**src/rtl/conc_trace_recorder_pkg.sv**
```systemverilog
// Shared definitions for the trace recorder: FSM states and entry field layout.
package conc_trace_recorder_pkg;

  typedef enum logic [1:0] {
    IDLE   = 2'd0,
    RECORD = 2'd1,
    FLUSH  = 2'd2
  } state_t;

  // Entry layout is {run_len, value}; value sits in the low bits.
  localparam int VAL_LSB = 0;

  function automatic int run_lsb(input int data_w);
    return data_w;
  endfunction

endpackage

```
**src/rtl/conc_trace_recorder_fifo.sv**
```systemverilog
// First-word fall-through FIFO; head is presented combinationally from the storage array.
module conc_trace_fifo #(
  parameter int WIDTH = 14,
  parameter int DEPTH = 16
) (
  input  logic                     clock,
  input  logic                     reset,
  input  logic                     push,
  input  logic                     pop,
  input  logic [WIDTH-1:0]         din,
  output logic [WIDTH-1:0]         dout,
  output logic                     full,
  output logic                     empty,
  output logic [$clog2(DEPTH):0]   level
);

  localparam int AW = $clog2(DEPTH);
  localparam logic [AW:0] FULL_CNT = (AW+1)'(DEPTH);

  logic [WIDTH-1:0] mem [DEPTH];
  logic [AW-1:0]    wr_ptr;
  logic [AW-1:0]    rd_ptr;
  logic [AW:0]      count;
  logic             do_push;
  logic             do_pop;

  assign empty   = (count == '0);
  assign full    = (count == FULL_CNT);
  assign do_pop  = pop & ~empty;
  // When full, a simultaneous pop frees the head slot that the push then reuses.
  assign do_push = push & (~full | do_pop);
  assign dout    = empty ? '0 : mem[rd_ptr];
  assign level   = count;

  always_ff @(posedge clock or negedge reset) begin
    if (!reset) begin
      wr_ptr <= '0;
      rd_ptr <= '0;
      count  <= '0;
    end else begin
      if (do_push) wr_ptr <= wr_ptr + AW'(1);
      if (do_pop)  rd_ptr <= rd_ptr + AW'(1);
      case ({do_push, do_pop})
        2'b10:   count <= count + (AW+1)'(1);
        2'b01:   count <= count - (AW+1)'(1);
        default: count <= count;
      endcase
    end
  end

  always_ff @(posedge clock) begin
    if (do_push) mem[wr_ptr] <= din;
  end

endmodule

```
**src/rtl/conc_trace_recorder.sv**
```systemverilog
// Run-length compresses a sampled response word into {run_len, value} entries and queues them.
module conc_trace_recorder
  import conc_trace_recorder_pkg::*;
#(
  parameter int DATA_W = 6,
  parameter int RUN_W  = 8,
  parameter int DEPTH  = 16
) (
  input  logic                      clock,
  input  logic                      reset,
  input  logic                      enable,
  input  logic [DATA_W-1:0]         sample_in,
  input  logic                      rd_ready,
  output logic                      rd_valid,
  output logic [RUN_W+DATA_W-1:0]   rd_data,
  output logic [$clog2(DEPTH):0]    level,
  output logic                      overflow,
  output logic                      busy
);

  localparam int RUN_LSB = run_lsb(DATA_W);
  localparam logic [RUN_W-1:0] RUN_MAX = {RUN_W{1'b1}};

  state_t                   state_reg, state_next;
  logic [DATA_W-1:0]        cur_val_reg, cur_val_next;
  logic [RUN_W-1:0]         run_reg, run_next;
  logic                     overflow_reg;
  logic                     push;
  logic                     pop;
  logic                     full;
  logic                     empty;
  logic [RUN_W+DATA_W-1:0]  entry;

  assign entry[RUN_LSB +: RUN_W] = run_reg;
  assign entry[VAL_LSB +: DATA_W] = cur_val_reg;

  always_ff @(posedge clock or negedge reset) begin
    if (!reset) begin
      state_reg    <= IDLE;
      cur_val_reg  <= '0;
      run_reg      <= '0;
      overflow_reg <= 1'b0;
    end else begin
      state_reg   <= state_next;
      cur_val_reg <= cur_val_next;
      run_reg     <= run_next;
      if (push && full && !pop) overflow_reg <= 1'b1;
    end
  end

  always_comb begin
    state_next   = state_reg;
    cur_val_next = cur_val_reg;
    run_next     = run_reg;
    push         = 1'b0;
    case (state_reg)
      IDLE: begin
        if (enable) begin
          cur_val_next = sample_in;
          run_next     = RUN_W'(1);
          state_next   = RECORD;
        end
      end
      RECORD: begin
        if (!enable) begin
          state_next = FLUSH;
        end else if ((sample_in == cur_val_reg) && (run_reg != RUN_MAX)) begin
          run_next = run_reg + RUN_W'(1);
        end else begin
          // Value change or saturated run: close the current entry and start a fresh run.
          push         = 1'b1;
          cur_val_next = sample_in;
          run_next     = RUN_W'(1);
        end
      end
      FLUSH: begin
        push       = 1'b1;
        state_next = IDLE;
      end
      default: state_next = IDLE;
    endcase
  end

  assign rd_valid = ~empty;
  assign pop      = rd_valid & rd_ready;
  assign overflow = overflow_reg;
  assign busy     = (state_reg != IDLE);

  conc_trace_fifo #(
    .WIDTH (RUN_W + DATA_W),
    .DEPTH (DEPTH)
  ) u_fifo (
    .clock (clock),
    .reset (reset),
    .push  (push),
    .pop   (pop),
    .din   (entry),
    .dout  (rd_data),
    .full  (full),
    .empty (empty),
    .level (level)
  );

endmodule

```
**config.mk**
```make
export PLATFORM = sky130hd
export DESIGN_NAME = conc_trace_recorder
export DESIGN_NICKNAME = d
export VERILOG_FILES = /design/src/rtl/conc_trace_recorder_pkg.sv /design/src/rtl/conc_trace_recorder_fifo.sv /design/src/rtl/conc_trace_recorder.sv
export SDC_FILE = /design/constraint.sdc
export NUM_CORES = 1
export LEC_CHECK = 0
export CORE_AREA = 2 2 142 171
export CTS_BUF_LIST = sky130_fd_sc_hd__clkbuf_16
export DETAILED_ROUTE_END_ITERATION = 8
export DIE_AREA = 0 0 144 173
export GPL_TIMING_DRIVEN = 1
export SLEW_MARGIN = 20
export SYNTH_ARGS = -nofsm -noshare
export SYNTH_HDL_FRONTEND = slang
export SYNTH_SLANG_ARGS = --single-unit
```
**constraint.sdc**
```tcl
create_clock -name clock -period 13.4 [get_ports clock]
set_input_delay 2.01 -clock clock [delete_from_list [all_inputs] [get_ports clock]]
set_output_delay 2.01 -clock clock [all_outputs]
set_load 0.02 [all_outputs]
```
## Word level (Yosys, flattened, before mapping)

Memory sizes are Yosys's and may differ from the RTL's.
Cells that the tools add are included.

| storage, ports and cells | value |
|---|---|
| memories kept | 1 |
| register bits after elaboration | 30 |
| word-level logic and storage cells | 60 |
| bits in writable memories | 224 |
| output and inout port bits | 22 |

Memory list:

| name | depth | bits a word | rd ports | clocked after memory_dff | wr ports | line | RTL |
|---|---|---|---|---|---|---|---|
| u_fifo.mem | 16 | 14 | 1 | 0 | 1 | conc_trace_recorder_fifo.sv:20 | `logic [WIDTH-1:0] mem [DEPTH];` |

| cells by class | value |
|---|---|
| equal/unequal tests | 11 |
| reductions and logical operators | 12 |
| bitwise logic cells | 6 |
| mux-type cells | 18 |
| add/subtract/negate cells | 5 |

Operators by type and width:

| operator | number |
|---|---|
| $mux W8 | 3 |
| $mux W6 | 3 |
| $pmux W8 S2 | 1 |
| $mux W14 | 1 |
| $pmux W6 S2 | 1 |
| $pmux W5 S2 | 1 |
| $add A4 B1 Y4 const B | 2 |
| $add A8 B1 Y8 const B | 1 |
| $ne A2 B2 Y1 const B | 4 |
| $ne A8 B8 Y1 const B | 1 |
| $eq A6 B6 Y1 | 1 |
| $reduce_bool A2 Y1 | 3 |
| $add A5 B1 Y5 const B | 1 |
| $eq A5 B5 Y1 const B | 1 |
| $logic_not A5 Y1 | 1 |
| $sub A5 B1 Y5 const B | 1 |
| $eq A2 B1 Y1 const B | 2 |
| $eq A2 B2 Y1 const B | 2 |
| $mux W1 | 4 |
| $mux W2 | 2 |
| $pmux W2 S2 | 1 |
| $reduce_and A4 Y1 | 1 |
| $and A1 B1 Y1 | 3 |
| $logic_and A1 B1 Y1 | 3 |
| 7 further kinds | 8 |

## Logic depth before layout (Yosys ltp)

Gate-level depths: netlist of the first run.

| depth | value |
|---|---|
| depth after elaboration | 8 |
| gate-level depth with buffers | 12 |
| mapped depth without buffers | 11 |

## Cells and area by module

A second synthesis of the first run with hierarchy kept.

| unflattened totals | value |
|---|---|
| cells, all modules | 567 |
| area total of the unflattened synthesis | 10747.8 um^2 |

By module, submodules not included:

| module | area an instance (um^2) | instances | seq. area each (um^2) | cells an instance |
|---|---|---|---|---|
| conc_trace_fifo | 9680.5 | 1 | 7051.8 | 453 |
| conc_trace_recorder | 1067.3 | 1 | 425.4 | 114 |

## Least setup slack after synthesis of the first run

Ideal clock, no wire load.

| path | value |
|---|---|
| path type | input to register |
| from | input enable |
| to | memory u_fifo.mem[10][0] (enable) |
| arrival | 5120 ps |
| setup slack | 7816 ps |
| library setup time | 463 ps |
| stages | 5 |
| path through | and2_1 > clkbuf_1 > nand2_1 > a211o_1 > a2111oi_0 |

| between the ends | value |
|---|---|
| longest elaborated chain between the ends | 5 |

Ends and longest elaborated chain:

| item | line | RTL |
|---|---|---|
| start: declaration | conc_trace_recorder.sv:11 | `input logic enable,` |
| $mux W1 | conc_trace_recorder.sv:65 | `if (!enable) begin` |
| $pmux W1 S2 | conc_trace_recorder.sv:56 | `case (state_reg)` |
| $and A1 B1 Y1 | conc_trace_recorder_fifo.sv:31 | `assign do_push = push & (~full \| do_pop);` |
| $mux W1 | conc_trace_recorder_fifo.sv:52 | `if (do_push) mem[wr_ptr] <= din;` |
| $mux W1 (not written as such) | conc_trace_recorder_fifo.sv:52 |  |
| end: declaration | conc_trace_recorder_fifo.sv:20 |  |

Every way passes these cells.

## Worst setup path in the final report of the first run

| path | value |
|---|---|
| from | register u_fifo.rd_ptr[0] |
| to | output rd_data[5] |

| between the ends | value |
|---|---|
| longest elaborated chain between the ends | 2 |

Ends and longest elaborated chain:

| item | line | RTL |
|---|---|---|
| start: declaration | conc_trace_recorder_fifo.sv:22 | `logic [AW-1:0] rd_ptr;` |
| start signal: assignment | conc_trace_recorder_fifo.sv:42 | `if (do_pop) rd_ptr <= rd_ptr + AW'(1);` |
| $mem_v2 Z16 W14 | -- |  |
| $mux W14 | conc_trace_recorder_fifo.sv:32 | `assign dout = empty ? '0 : mem[rd_ptr];` |
| end: declaration | conc_trace_recorder.sv:15 | `output logic [RUN_W+DATA_W-1:0] rd_data,` |

Every way passes these cells.

==> results of run 1 <==
-- logic make-up after synthesis --
kind of cell	count (synthesis)	synth area share (%)
XOR/XNOR	17	1.44
buffers and inverters	31	1.42
AO/OA/AOI/OAI	36	2.69
multiplexers	80	16.5
adder cells (fa/ha/maj)	13	1.65
AND/OR/NAND/NOR	71	3.82
flip-flops	254	72.5
-- layout by cell type, fill, tap and decap left out, types with 3 or more instances in the layout --
master	Yosys	routed
edfxtp_1	224	224
mux4_2	70	70
clkdlybuf4s50_1	0	31
dfrtp_1	30	28
clkbuf_16	0	25
buf_4	0	21
inv_1	11	20
nor2b_1	17	17
nand2_1	14	14
o21ai_0	14	14
ha_1	12	12
xnor2_1	11	11
nor2_1	9	9
nand3_1	8	8
nor3_2	0	8
xor2_1	6	6
mux2_2	6	6
clkinv_1	0	4
nand4_1	3	3
a2111oi_2	0	3
and3_1	3	3
mux2_4	3	3
-- worst max-delay path, delay by kind of cell, from the launching register on --
| family | cells | cell delay (ps) |
|---|---|---|
| buffers and inverters | 2 | 1150 |
| multiplexers | 2 | 1080 |
| flip-flops | 1 | 800 |
| AND/OR/NAND/NOR | 1 | 150 |
-- power by group through the flow --
stage,clock network (W),logic (W),registers (W)
after global placement,0,0.000700,0.00112
final,0.000604,0.000702,0.00111
after floorplan,0,0.000546,0.00104
after CTS,0.000617,0.000713,0.00112
after detailed placement,0,0.000711,0.00113
after global routing,0.000650,0.000758,0.00113
-- layout make-up --
type / instances / area share, %
Clock buffer: 25 / 5.28
Clock inverter: 16 / 0.570
Inverter: 11 / 0.349
Multi-Input combinational cell: 217 / 23.4
Sequential cell: 254 / 63.2
Tap cell: 315 / 3.33
Timing Repair Buffer: 52 / 3.95
-- through the flow --
stage	cell area, um2	cells	hold WS [ps]
finish	11800	890	493
detailed placement	11100	849	459
global placement	11100	849	465
floorplan	10300	502	499
global route	11800	890	498
CTS	11800	890	488
-- metal layers --
metal / GRT usage, % / routed length (um) / vias to the layer above
met5: 0 / 0 / -
met1: 25.2 / 8870 / 2659
li1: - / - / 2167
met4: 5.15 / 511 / 0
met3: 2.44 / 1170 / 30
met2: 29.1 / 10700 / 159
-- worst min path at each step --
stage | to | from | cells past startpoint
floorplan | state_reg[1] | state_reg[1] | 2
global placement | overflow | overflow | 1
finish | overflow | overflow | 1
global route | overflow | overflow | 1
CTS | overflow | overflow | 1
detailed placement | overflow | overflow | 1
==> metrics.md, run 1 <==
| Metric | Value |
|---|---|
| Die Ht | 173 um |
| Psw | 0.000737 W |
| Seq/Total Area, Yosys | 72.5% |
| PnR Total Power | 0.00242 W |
| Final WL | 21.2 mm |
| Fillers | 1836 |
| Worst Max-Slew Pin Slew | 1090 ps |
| Drt drc | 0 |
| Most instantiated library cell after synthesis | edfxtp_1 |
| # diodes | 0 |
| Remaining antenna violation count | 0 |
| Vias | 5015 |
| Sequential power share | 46.0% |
| Area of the core | 23100 um2 |
| Critical Path Most Common Cell | mux4_2 |
| Status | finished, final reports clean |
| Hold Crit Class | flop to flop |
| Top cells by count, synth | 224 x edfxtp_1, 70 x mux4_2, 30 x dfrtp_1 |
| Share of layout cells above drive strength 1 | 27.0% |
| Gpl congestion | 0.730 |
| Final Skew | 11.8 ps |
| Clk sinks | 254 |
| Reg2reg path depth | 8 |
| Clock Tree Root | clkbuf_16 |
| Slowest CP cell | dfrtp_4 |
| Leakage | 3.86 nW |
| CTS Hold Bufs | 0 |
| Worst R2R End | u_fifo.mem[12][11] |
| Die area | 24900 um2 |
| Post-CTS sizing | 0 |
| Top post-synthesis cells by area | edfxtp_1 65%, mux4_2 15%, dfrtp_1 7.3% |
| Die Width | 144 um |
| CTS clk-pin slew, worst paths | 60 ps |
| Global Route Usage Sum | 17.8% |
| Initial antenna violation count | 0 |
| Largest net degree at the start of global routing | 32 |
| Syn Area/Cell | 20.5 um2 |
| Post-Syn Area | 10300 um2 |
| Crit path from | u_fifo.rd_ptr[0] |
| Wire length per cell | 23.9 um |
| Crit Path Category | flop to output pin |
| # Max-Cap Violations | 0 |
| Arrival time at the worst endpoint | 3700 ps |
| Fraction of registers with async set/reset | 11.8% |
| Vias/cell | 5.63 |
| Synth-to-Final Area Change | 14.9% |
| CTS tree | built |
| Netlist cell types | 47 |
| RSZ-0062 raised after global routing | no |
| Final net count | 583 |
| Peak VDD IR | 0.124 mV |
| Worst setup margin | 7690 ps |
| Net Count, Synth | 525 |
| Cell Rows | 61 |
| Port Buffers | 31 |
| Detailed-router iteration count before antenna repair | 5 |
| First-pass GRT wire length | 32.7 mm |
| I/O pin total | 32 |
| Vias in the first global route | 5277 |
| Final core utilization | 51.2% |
| Worst Setup EP | rd_data[5] |
| H-tree levels | 1 |
| HPWL after DPL | 12.7 mm |
| Overflow after GRT | 0 |
| YS warnings | 0 |
| Req. time, crit path | 11390 ps |
| Cell breakdown of the critical path | buf_4, mux4_2, mux4_2, nor2b_1, clkdlybuf4s50_1 |
| Number of flip-flops in the largest register | 224 |
| Number of flops mapped to enable cells by yosys | 224 |
| Pwr/cell area | 204 nW/um2 |
| Reg-to-reg startpoint | run_reg[0] |
| Final Max Slew Viols | 0 |
| #FFs+latches synth | 254 |
| Top FF cell, synth | edfxtp_1 |
| Fin crit period | 5710 ps |
| Relative slew slack | 27.2% |
| Finish-stage setup viols | 0 |
| Multi-input gate area | 2770 um2 |
| P_int | 0.00168 W |
| Post-route setup TNS | 0 ps |
| Starting Density | 44.6% |
| Switching Share | 30.5% |
| Top cell type's share of synthesized area | 65.2% |
| Final hold viol count | 0 |
| Crit start category | flop |
| Setup Buffers After CTS | 0 |
| Worst slack at placement | 8110 ps |
| Worst-skew pair later-pin latency | 510 ps |
| Tcrit/Tclk final | 42.6% |
| TritonCTS Buffers | 24 |
| Seq. cell area | 7480 um2 |
| Synth area leader | edfxtp_1 |
| Achievable Freq | 0.175 GHz |
| Crit-path max cell delay | 800 ps |
| DRT iter0 DRCs | 461 |
| Clk network pwr share | 25.0% |
| Gate power share | 29.0% |
| Setup crit end kind | output pin |
| Cells after synthesis | 502 |
| Worst-case clock buffer depth | 3 |
| CP max FO | 31 |
| FF-to-FF setup slack | 9670 ps |
Power figures use the tool's default switching activity.
==> run 2, diff against run 1 <==
==> constraint.sdc (replaced) <==
create_clock -name clock -period 5.84 [get_ports clock]
set_input_delay 0.876 -clock clock [delete_from_list [all_inputs] [get_ports clock]]
set_output_delay 0.876 -clock clock [all_outputs]
set_load 0.02 [all_outputs]
==> metrics.md, run 2 (same netlist as run 1, synthesis figures left out) <==
| Metric | Value |
|---|---|
| Status | finished, final reports clean |
| Worst Hold Path EP | overflow |
| Clock Tree Root | clkbuf_16 |
| Final Skew | 24.9 ps (+13.0 ps) |
| Vias/cell | 5.42 (-3.8%) |
| Remaining antenna violation count | 0 (unchanged) |
| Initial antenna violation count | 0 (unchanged) |
| Post-route setup TNS | 0 ps (unchanged) |
| Die area | 24900 um2 (unchanged) |
| Setup crit end kind | output pin |
| Arrival time at the worst endpoint | 3540 ps (-160 ps) |
| Gate power share | 28.0% (-1.0 points) |
| # diodes | 0 (unchanged) |
| CP max FO | 32 (+3.2%) |
| Most frequent cells in the layout | 224 x edfxtp_1, 70 x mux4_2, 31 x clkdlybuf4s50_1 |
| Multi-input gate area | 2760 um2 (-0.45%) |
| HPWL after DPL | 12.5 mm (-1.0%) |
| Fillers | 1815 (-1.1%) |
| Cell Count, Final, Fillers Out | 894 (+0.45%) |
| Fin crit period | 4410 ps |
| Worst Max-Slew Pin Slew | 1050 ps (-39.0 ps) |
| DRT iter0 DRCs | 347 (-25%) |
| Gpl congestion | 0.723 (-1.0%) |
| Hold path start | overflow |
| Relative slew slack | 29.7% (+2.5 points) |
| Switching Share | 30.0% (-0.49 points) |
| Pwr/cell area | 477 nW/um2 (+130%) |
| Setup Buffers After CTS | 0 (unchanged) |
| Met3 GRT Util | 1.94% (-0.50 points) |
| Final WL | 20.8 mm (-1.9%) |
| Share of layout cells above drive strength 1 | 28.7% (+1.7 points) |
| Worst slack at placement | 1830 ps (-6280 ps) |
| Clk sinks | 254 (unchanged) |
| I/O pin total | 32 (unchanged) |
| Area of the core | 23100 um2 (unchanged) |
| Largest net degree at the start of global routing | 43 (+34%) |
| Final hold viol count | 0 (unchanged) |
| Commonest non-fill, non-tap cell in the layout | edfxtp_1 |
| Synth-to-Final Area Change | 15.7% |
| CTS tree | built |
| Tcrit/Tclk final | 75.5% |
| Worst R2R End | u_fifo.mem[6][5] |
| FF-to-FF setup slack | 2080 ps (-7590 ps) |
| Die Width | 144 um (unchanged) |
| Reg-to-reg startpoint | run_reg[1] |
| Die Ht | 173 um (unchanged) |
| Wire length per cell | 23.3 um (-2.3%) |
| Clk network pwr share | 26.9% (+1.9 points) |
| Vias in the first global route | 5210 (-1.3%) |
| Port Buffers | 31 (unchanged) |
| Achievable Freq | 0.227 GHz |
| GR peak layer | met2 |
| Cells after DPL | 851 (+0.24%) |
| Worst setup margin | 1430 ps (-6260 ps) |
| Crit Path Category | flop to output pin |
| Hold Crit Class | flop to flop |
| Global Route Usage Sum | 17.6% (-0.22 points) |
| Final net count | 585 (+0.34%) |
| Leakage | 3.89 nW (+0.65%) |
| RSZ-0062 raised after global routing | no |
| PnR Total Power | 0.00569 W (+140%) |
| Seq. cell area | 7480 um2 (unchanged) |
| Req. time, crit path | 4960 ps (-6430 ps) |
| Number of flip-flops in the largest register | 224 (unchanged) |
| Finish-stage setup viols | 0 (unchanged) |
| Hold path cells | 1 (unchanged) |
| Crit start category | flop |
| Post-CTS sizing | 0 (unchanged) |
| P_int | 0.00399 W (+140%) |
| Drt drc | 0 (unchanged) |
| Reg2reg path depth | 8 (unchanged) |
| Psw | 0.00171 W (+130%) |
| M1 GR Usage | 24.2% (-1.0 points) |
| CTS clk-pin slew, worst paths | 60 ps (about the same) |
| CTS Hold Bufs | 0 (unchanged) |
| Met2 Resource Use GR | 30.4% (+1.3 points) |
| First-pass GRT wire length | 32.3 mm (-1.1%) |
| Peak VDD IR | 0.332 mV (+170%) |
| Starting Density | 44.6% (unchanged) |
| Cell Rows | 61 (unchanged) |
| Worst-case clock buffer depth | 3 (unchanged) |
| TritonCTS Buffers | 24 (unchanged) |
| Vias | 4848 (-3.3%) |
| Worst-skew pair later-pin latency | 520 ps (about the same) |
| H-tree levels | 1 (unchanged) |
| # Max-Cap Violations | 0 (unchanged) |
| Detailed-router iteration count before antenna repair | 5 (unchanged) |
| Overflow after GRT | 0 (unchanged) |
| Sequential power share | 45.1% (-0.9 points) |
| Final Max Slew Viols | 0 (unchanged) |
-- run 2: final cells by class --
class / count / area share, %
multi-input cells: 217 / 23.1
clock buffers: 24 / 5.03
flip-flops and latches: 254 / 62.7
clock inverters: 19 / 1.50
inverters: 11 / 0.346
well taps: 315 / 3.30
repair buffers: 54 / 4.05
-- run 2: critical path: stages, from the launching register on --
cell and delay, ps:
dfrtp_4 850, buf_4 430, mux4_2 540, mux4_2 470
nor2b_1 160, clkdlybuf4s50_1 550
-- run 2: power by group through the flow --
stage / Clock (W) / Sequential [W] / Combinational (W)
floorplan: 0 / 0.00239 / 0.00125
global placement: 0 / 0.00260 / 0.00161
detailed placement: 0 / 0.00262 / 0.00162
CTS: 0.00157 / 0.00258 / 0.00163
global route: 0.00163 / 0.00262 / 0.00172
finish: 0.00153 / 0.00257 / 0.00160
-- run 2: how the worst max path moves through the flow --
stage,to,startpoint,cells past startpoint
floorplan,u_fifo.mem[10][0],enable,5
global placement,u_fifo.mem[6][9],enable,8
detailed placement,u_fifo.mem[6][9],enable,8
CTS,rd_data[2],u_fifo.rd_ptr[0],5
global route,rd_data[1],u_fifo.rd_ptr[0],5
finish,rd_data[2],u_fifo.rd_ptr[0],5
-- run 2: metal layers --
layer	vias up	wire, um
met5	-	0
met4	0	397
met3	25	1040
met2	108	10900
met1	2546	8480
li1	2169	-
-- run 2: through the flow --
stage          utilization, %  instance area, um2  hold slack (ps)
3_3_place_gp             48.2               11200              466
2_1_floorplan               -               10300              499
5_1_grt                  51.6               11900              492
3_5_place_dp             48.2               11200              458
6_report                 51.6               11900              472
4_1_cts                  51.6               11900              480
==> run 3, diff against run 2 <==
==> constraint.sdc (replaced) <==
create_clock -name clock -period 3.8 [get_ports clock]
set_input_delay 0.57 -clock clock [delete_from_list [all_inputs] [get_ports clock]]
set_output_delay 0.57 -clock clock [all_outputs]
set_load 0.02 [all_outputs]
==> metrics.md, run 3 (same netlist as run 1, synthesis figures left out) <==
| Metric | Value |
|---|---|
| I/O pin total | 32 (unchanged) |
| Dpl cell area | 11300 um2 (+1.5%) |
| RSZ-0062 raised after global routing | no |
| Overflow after GRT | 0 (unchanged) |
| Synth-to-Final Area Change | 17.8% |
| Final hold viol count | 0 (unchanged) |
| First-pass GRT wire length | 32.8 mm (+1.7%) |
| Worst Path Buf+Inv | 2 (unchanged) |
| Fin crit period | 3550 ps |
| Cells after DPL | 870 (+2.2%) |
| Worst Max-Slew Pin Slew | 653 ps (-400 ps) |
| Clk sinks | 254 (unchanged) |
| Global Route Usage Sum | 17.8% (+0.26 points) |
| Fillers | 1786 (-1.6%) |
| CTS tree | built |
| Achievable Freq | 0.281 GHz |
| H-tree levels | 1 (unchanged) |
| Critical Path Most Common Cell | mux4_2 |
| Crit Path Category | flop to output pin |
| CTS clk-pin slew, worst paths | 60 ps (about the same) |
| Status | finished, final reports clean |
| Commonest non-fill, non-tap cell in the layout | edfxtp_1 |
| Final Cell Area | 12100 um2 (+1.8%) |
| HPWL after DPL | 12.9 mm (+3.2%) |
| Gpl congestion | 0.761 (+5.2%) |
| Crit-path leading delay family | multiplexers |
| Pwr/cell area | 729 nW/um2 (+53%) |
| Final core utilization | 52.5% (+0.92 points) |
| Post-CTS sizing | 0 (unchanged) |
| Tcrit/Tclk final | 93.5% |
| Wire length per cell | 23.3 um (about the same) |
| Initial antenna violation count | 0 (unchanged) |
| Starting Density | 44.6% (unchanged) |
| Crit-path max cell delay | 540 ps (-310 ps) |
| Vias/cell | 5.54 (+2.2%) |
| Worst-skew pair later-pin latency | 510 ps (about the same) |
| Final Max Slew Viols | 0 (unchanged) |
| Drt drc | 0 (unchanged) |
| Hold Crit Class | primary input to asynchronous set/reset pin |
| Leakage | 4.03 nW (+3.7%) |
| Cell Rows | 61 (unchanged) |
| Worst-case clock buffer depth | 3 (unchanged) |
| Crit start category | flop |
| Port Buffers | 31 (unchanged) |
| # Max-Cap Violations | 0 (unchanged) |
| Share of layout cells above drive strength 1 | 31.5% (+2.8 points) |
| # diodes | 0 (unchanged) |
| Vias in the first global route | 5419 (+4.0%) |
| TritonCTS Buffers | 24 (unchanged) |
| Die Width | 144 um (unchanged) |
| Final net count | 612 (+4.6%) |
| DRT iter0 DRCs | 408 (+18%) |
| Remaining antenna violation count | 0 (unchanged) |
| Setup crit end kind | output pin |
| Largest net degree at the start of global routing | 37 (-14%) |
| Finish-stage setup viols | 0 (unchanged) |
| Cell breakdown of the critical path | buf_4, mux4_2, mux4_2, nor2b_1, clkdlybuf4s50_1 |
| Cell Count, Final, Fillers Out | 922 (+3.1%) |
| Final WL | 21.5 mm (+3.1%) |
| CP max FO | 11 (-66%) |
| Slowest CP cell | clkdlybuf4s50_1 |
| Detailed-router iteration count before antenna repair | 4 (-1) |
| Arrival time at the worst endpoint | 2980 ps (-560 ps) |
| Post-route setup TNS | 0 ps (unchanged) |
| Number of flip-flops in the largest register | 224 (unchanged) |
| Vias | 5111 (+5.4%) |
| Final Skew | 7.31 ps (-17.5 ps) |
| Area of the core | 23100 um2 (unchanged) |
| Clock Tree Root | clkbuf_16 |
| Die Ht | 173 um (unchanged) |
| Relative slew slack | 56.4% (+27 points) |
| Peak VDD IR | 0.446 mV (+34%) |
| Req. time, crit path | 3230 ps (-1730 ps) |
| Most frequent cells in the layout | 224 x edfxtp_1, 70 x mux4_2, 48 x buf_4 |
| Die area | 24900 um2 (unchanged) |
## run 3: area by class of cell
cell class	instances	area, um2	area share, %
Timing Repair Buffer	81	711	5.85
Multi-Input combinational cell	217	2760	22.7
Inverter	11	41.3	0.340
Clock buffer	25	626	5.15
Clock inverter	19	139	1.14
Sequential cell	254	7480	61.6
Tap cell	315	394	3.24
## run 3: report_power, final
group | switching [W] | internal [W]
clock | 0.000995 | 0.00133
combinational | 0.00133 | 0.00147
sequential | 0.000336 | 0.00340
## run 3: repair_timing
item                       CTS  global route
hold buffers                 0             0
setup buffers                0             8
setup endpoints to repair    0            11
## run 3: metal layers
layer	wire length (um)	vias to the layer above	share of wire, %	GRT usage (%)
met2	11000	147	51	30.3
li1	-	2228	-	-
met1	8730	2703	41	24.2
met3	1300	33	6.1	2.35
met4	434	0	2.0	5.31
met5	0	-	0	0
## run 3: per-stage QoR
stage,setup WS (ps),power (W),hold WS (ps)
after floorplan,-524,0.00560,274
after global routing,142,0.00929,482
after global placement,476,0.00653,460
after CTS,8.86,0.00892,445
after detailed placement,461,0.00659,465
final,247,0.00886,448
## run 3: final timing paths
check | end | from | slack, ps | cells past startpoint
setup / recovery | rd_data[10] | u_fifo.rd_ptr[0] | 250 | 5
hold / removal | run_reg[1] | reset | 450 | 2
setup reg to reg | u_fifo.level[4] | cur_val_reg[5] | 740 | 10
hold reg to reg | overflow | overflow | 480 | 1
max in group asynchronous | u_fifo.rd_ptr[0] | reset | 3010 | 2
min in group clock | overflow | overflow | 480 | 1
